File: src/rtl/tod_counter_p.sv
// Time-of-day counter with integrated tick prescaler, run/stop, validated load
// handshake, 12/24-hour display and one-cycle rollover strobes.
module tod_counter_p #(
   parameter int CLK_FREQ_HZ = 100000000,
   parameter int TICK_HZ     = 1,
   parameter int W           = 8
) (
   input  logic         CLK100MHZ,
   input  logic         reset,
   input  logic         run,
   input  logic         mode_12h,
   input  logic         load_valid,
   output logic         load_ready,
   input  logic [W-1:0] load_hours,
   input  logic [W-1:0] load_minutes,
   input  logic [W-1:0] load_seconds,
   output logic         load_err,
   output logic [W-1:0] hours,
   output logic [W-1:0] minutes,
   output logic [W-1:0] seconds,
   output logic         pm,
   output logic         sec_tick,
   output logic         min_wrap,
   output logic         day_wrap
);

   localparam int DIV = CLK_FREQ_HZ / TICK_HZ;
   localparam int PW  = $clog2(DIV);
   localparam logic [PW-1:0] PRE_LAST = PW'(DIV - 1);

   logic [PW-1:0] pre_q, pre_d;
   logic [4:0]    h_q, h_d;
   logic [5:0]    m_q, m_d, s_q, s_d;
   logic          busy_q, busy_d;
   logic          err_q, err_d;
   logic          st_q, st_d, mw_q, mw_d, dw_q, dw_d;
   logic          tick, accept, ld_ok;
   logic [4:0]    h_disp;

   always_ff @(posedge CLK100MHZ or posedge reset) begin
      if (reset) begin
         pre_q  <= '0;
         h_q    <= '0;
         m_q    <= '0;
         s_q    <= '0;
         busy_q <= 1'b0;
         err_q  <= 1'b0;
         st_q   <= 1'b0;
         mw_q   <= 1'b0;
         dw_q   <= 1'b0;
      end else begin
         pre_q  <= pre_d;
         h_q    <= h_d;
         m_q    <= m_d;
         s_q    <= s_d;
         busy_q <= busy_d;
         err_q  <= err_d;
         st_q   <= st_d;
         mw_q   <= mw_d;
         dw_q   <= dw_d;
      end
   end

   always_comb begin
      tick   = run && (pre_q == PRE_LAST);
      accept = load_valid && !busy_q;
      // Full-width range check: out-of-range upper bits must reject the load.
      ld_ok  = (load_hours <= W'(23)) && (load_minutes <= W'(59)) &&
               (load_seconds <= W'(59));
      pre_d  = pre_q;
      h_d    = h_q;
      m_d    = m_q;
      s_d    = s_q;
      busy_d = accept;
      err_d  = 1'b0;
      st_d   = 1'b0;
      mw_d   = 1'b0;
      dw_d   = 1'b0;
      if (accept && ld_ok) begin
         h_d   = load_hours[4:0];
         m_d   = load_minutes[5:0];
         s_d   = load_seconds[5:0];
         pre_d = '0;
      end else begin
         err_d = accept;
         if (tick) begin
            pre_d = '0;
            st_d  = 1'b1;
            if (s_q == 6'd59) begin
               s_d  = '0;
               mw_d = 1'b1;
               if (m_q == 6'd59) begin
                  m_d = '0;
                  if (h_q == 5'd23) begin
                     h_d  = '0;
                     dw_d = 1'b1;
                  end else begin
                     h_d = h_q + 5'd1;
                  end
               end else begin
                  m_d = m_q + 6'd1;
               end
            end else begin
               s_d = s_q + 6'd1;
            end
         end else if (run) begin
            pre_d = pre_q + PW'(1);
         end
      end
   end

   always_comb begin
      h_disp = h_q;
      if (mode_12h) begin
         if (h_q == 5'd0)
            h_disp = 5'd12;
         else if (h_q > 5'd12)
            h_disp = h_q - 5'd12;
      end
   end

   assign hours      = W'(h_disp);
   assign minutes    = W'(m_q);
   assign seconds    = W'(s_q);
   assign pm         = (h_q >= 5'd12);
   assign load_ready = !busy_q;
   assign load_err   = err_q;
   assign sec_tick   = st_q;
   assign min_wrap   = mw_q;
   assign day_wrap   = dw_q;

endmodule
File: config.mk
export PLATFORM = sky130hd
export DESIGN_NAME = tod_counter_p
export DESIGN_NICKNAME = d
export VERILOG_FILES = /design/src/rtl/tod_counter_p.sv
export SDC_FILE = /design/constraint.sdc
export NUM_CORES = 1
export LEC_CHECK = 0
export BUFFER_PORTS_ARGS = -buffer_cell sky130_fd_sc_hd__buf_4
export CAP_MARGIN = 40
export CORE_UTILIZATION = 40
export DETAILED_ROUTE_END_ITERATION = 10
export SLEW_MARGIN = 40
export SYNTH_ARGS = -nofsm -noshare
export SYNTH_HDL_FRONTEND = slang
export SYNTH_SLANG_ARGS = --single-unit
File: constraint.sdc
create_clock -name CLK100MHZ -period 2.2 [get_ports CLK100MHZ]
set_input_delay 0.11 -clock CLK100MHZ [delete_from_list [all_inputs] [get_ports CLK100MHZ]]
set_output_delay 0.11 -clock CLK100MHZ [all_outputs]
set_load 0.05 [all_outputs]
==> impl_metrics.env <==
export IMPL_status="completed"
export IMPL_chipHeight_microns=90.4
export IMPL_path_cells="ha_1, and4_1, buf_4, nor3b_2, buf_4, nand3_1, or3_1, a21oi_1"
export IMPL_cts_setup_buffers=0
export IMPL_synth_main_ff_cell="dfrtp_1"
export IMPL_grt_overflow_total=0
export IMPL_synth_most_common_cell="dfrtp_1"
export IMPL_fin_nets=453
export IMPL_hold_viol_final=0
export IMPL_use_met2_pct=31.7
export IMPL_clock_fmax_mhz=499
export IMPL_synth_edff_count=0
export IMPL_timing_rr_end="pre_q[18]"
export IMPL_p_total_mw=2.29
export IMPL_worst_slew_pin_slew_ps=583
export IMPL_row_count=31
export IMPL_swShare_pct=31.9
export IMPL_p_leak_nw=1.66
export IMPL_crit_type="reg2reg"
export IMPL_antenna_found_initial=0
export IMPL_cts_tree="yes"
export IMPL_whs_endpoint="s_q[1]"
export IMPL_cts_buffer_depth=2
export IMPL_p_int_mw=1.56
export IMPL_cp_arrival_ps=2240
export IMPL_grt_usage_pct=19.6
export IMPL_routed_wl_microns=7550
export IMPL_critPathLaunchType="flop"
export IMPL_totalNegativeSetupSlack_ps=0
export IMPL_syn_inst=356
export IMPL_vias=2848
export IMPL_cpPeakStageDelay_ps=410
export IMPL_grt_pass1_vias=2752
export IMPL_via_per_inst=5.52
export IMPL_dieArea_sq_um=8170
export IMPL_finClkSkew_ps=10.1
export IMPL_rrSetupSlack_ps=190
export IMPL_route_detailed_drc=0
export IMPL_final_min_clock_period_ps=2010
export IMPL_share_seq_of_total_power_pct=49.5
export IMPL_cp_top_family="simple AND/OR/NAND/NOR gates"
export IMPL_root_buffer="clkbuf_8"
export IMPL_gp_congestion=0.840
export IMPL_peakVddDrop_v=0.000323
export IMPL_ys_seq_area_share_pct=39.2
export IMPL_synth_avg_cell_area_sq_um=8.78
export IMPL_drtIter0Drc=181
export IMPL_r2r_start="pre_q[0]"
export IMPL_insertion_delay_ps=300
export IMPL_report_final_slew_viol_count=0
export IMPL_met1_usage_pct=27.6
export IMPL_critical_path_depth=8
export IMPL_path_clk_slew_ps=90
export IMPL_synth_top_area_share_pct=39.2
export IMPL_grt_use_met3_pct=3.03
export IMPL_layout_drive_gt1_share_pct=23.3
export IMPL_holdWs_ps=6.67
export IMPL_detail_route_antenna_nets=0
export IMPL_powerDensity_nw_per_um2=600
export IMPL_grt_max_degree=28
export IMPL_path_max_fanout=7
export IMPL_synthTopCellsByCount="dfrtp_1 (49), nand2_1 (36), a21oi_1 (32), o21ai_0 (31), nand3_1 (25)"
export IMPL_busiest_layer="met2"
export IMPL_ys_ff_latch=49
export IMPL_syn_area_sq_um=3130
export IMPL_cp_common_cell="buf_4"
export IMPL_firstDrtPassIters=4
export IMPL_max_cap_viol_count=0
export IMPL_ys_types=62
export IMPL_fill_cells=700
export IMPL_cts_sinks=49
export IMPL_ys_top_cells_by_area="dfrtp_1 (39%), a21oi_1 (5.1%), o21ai_0 (5.0%), nand2_1 (4.3%), nand3_1 (4.0%)"
export IMPL_core_area_sq_um=7410
export IMPL_final_cells=516
export IMPL_antenna_diode_count=0
export IMPL_dp_hpwl_microns=5630
export IMPL_setup_violations=0
export IMPL_chipWidth_microns=90.4
export IMPL_hold_class="in2reg"
export IMPL_whs_path_depth=3
export IMPL_reg2reg_depth=8
export IMPL_ios=59
export IMPL_slowest_stage="dfrtp_1"
export IMPL_slew_headroom_pct=60.8
export IMPL_ys_warn_count=0
export IMPL_hp_start="load_seconds[1]"
export IMPL_io_buffer_count=51
export IMPL_finalCritPeriodShare_pct=91.2
export IMPL_h_tree_depth=2
export IMPL_power_share_clock_pct=29.9
export IMPL_cts_buffers=5
export IMPL_crit_buf_inv=2
export IMPL_synth_top_cell_by_area="dfrtp_1"
export IMPL_start_util_pct=42.2
export IMPL_dp_cells=507
export IMPL_cp_required_ps=2430
export IMPL_rsz0062_at_grt="no"
export IMPL_final_util_pct=51.5
export IMPL_p_sw_mw=0.730
export IMPL_p_comb_share_pct=20.6
export IMPL_synthArstFlopShare_pct=100
export IMPL_syn_to_final_growth_pct=22.0
export IMPL_routedWlPerCell_microns=14.6
export IMPL_cp_end_kind="flop"
export IMPL_grt_pass1_wl_microns=13200
layout by cell type (no fill, tap or decap), drive strengths merged, types with 2 or more instances in the layout:
| master | Yosys | final |
|---|---|---|
| or2 | 3 | 3 |
| nand2 | 36 | 36 |
| nand4 | 11 | 11 |
| buf | 13 | 68 |
| nand4b | 2 | 2 |
| a31o | 2 | 2 |
| nor2 | 21 | 21 |
| xor2 | 2 | 2 |
| and2 | 7 | 7 |
| a31oi | 4 | 4 |
| clkbuf | 9 | 6 |
| nand2b | 3 | 3 |
| conb | 1 | 7 |
| or4b | 3 | 3 |
| nor3 | 6 | 6 |
| nor4b | 3 | 3 |
| a21boi | 2 | 2 |
| ha | 8 | 8 |
| and4b | 2 | 2 |
| inv | 9 | 9 |
| nor3b | 3 | 3 |
| and3 | 9 | 9 |
| nor2b | 3 | 3 |
| mux2i | 7 | 7 |
| nand3 | 25 | 25 |
| or3 | 15 | 15 |
| or4 | 5 | 5 |
| o21ai | 31 | 31 |
| and4 | 3 | 3 |
| a21oi | 33 | 33 |
| o31ai | 7 | 7 |
| nor4 | 3 | 3 |
| dfrtp | 49 | 49 |
cell type report:
| class | count | area [sq um] | share of cell area, % |
|---|---|---|---|
| repair buffers | 69 | 533 | 14.0 |
| clock inverters | 2 | 37.5 | 0.984 |
| clock buffers | 6 | 82.6 | 2.16 |
| flip-flops and latches | 49 | 1230 | 32.2 |
| inverters | 9 | 33.8 | 0.886 |
| well taps | 99 | 124 | 3.25 |
| multi-input cells | 282 | 1780 | 46.5 |
repair_timing:
action | CTS | global route
endpoints found under the setup margin | 0 | 3
hold buffers | 1 | 0
resized for setup | 0 | 3
hold endpoints to repair | 22 | 0
registers in the layout, indices dropped and copies added (netlist names):
| register | count |
|---|---|
| h_q | 5 |
| s_q | 6 |
| sec_tick | 1 |
| busy_q | 1 |
| load_err | 1 |
| min_wrap | 1 |
| pre_q | 27 |
| day_wrap | 1 |
| m_q | 6 |
cells by family (layout without fill, tap and decap cells):
family | count (synthesis) | after routing | share of synthesized area [%]
AOI/OAI and AO/OA | 91 | 91 | 18.2
xor gates and xnor gates | 3 | 3 | 0.840
adders and majority gates | 8 | 8 | 3.20
buffers and inverters | 31 | 86 | 4.96
DFF | 49 | 49 | 39.2
muxes | 8 | 8 | 2.60
other | 1 | 7 | 0.120
and+or+nand+nor | 165 | 165 | 30.9
worst register-to-register path, delay by kind of cell, from the launching register on:
family | cells | cell delay, ps
and+or+nand+nor | 4 | 860
DFF | 1 | 410
buffers and inverters | 2 | 330
adders and majority gates | 1 | 200
AOI/OAI and AO/OA | 1 | 140
power by group through the flow:
stage | clock network, mW | logic (mW) | registers, mW
6_report | 0.684 | 0.472 | 1.13
5_1_grt | 0.739 | 0.522 | 1.16
4_1_cts | 0.705 | 0.478 | 1.13
3_5_place_dp | 0 | 0.473 | 1.15
3_3_place_gp | 0 | 0.464 | 1.14
2_1_floorplan | 0 | 0.287 | 1.17
metal layers:
metal / wire [microns] / up-vias
li1: - / 1423
met1: 3780 / 1362
met2: 3460 / 59
met3: 254 / 4
met4: 51 / 0
met5: 0 / -
through the flow:
stage / instance area (sq um) / setup slack [ps]
floorplan: 3150 / 21.7
global placement: 3680 / 179
detailed placement: 3680 / 32.7
finish: 3810 / 195
global route: 3810 / 2.53
CTS: 3810 / 4.69
worst max path at each step:
stage	end	startpoint	slack, ps
floorplan	h_q[3]	m_q[0]	20
global placement	s_q[3]	pre_q[1]	180
detailed placement	s_q[3]	pre_q[1]	30
CTS	s_q[3]	pre_q[0]	5
global route	pre_q[24]	pre_q[0]	3
finish	pre_q[18]	pre_q[0]	190
Power figures use the tool's default switching activity.
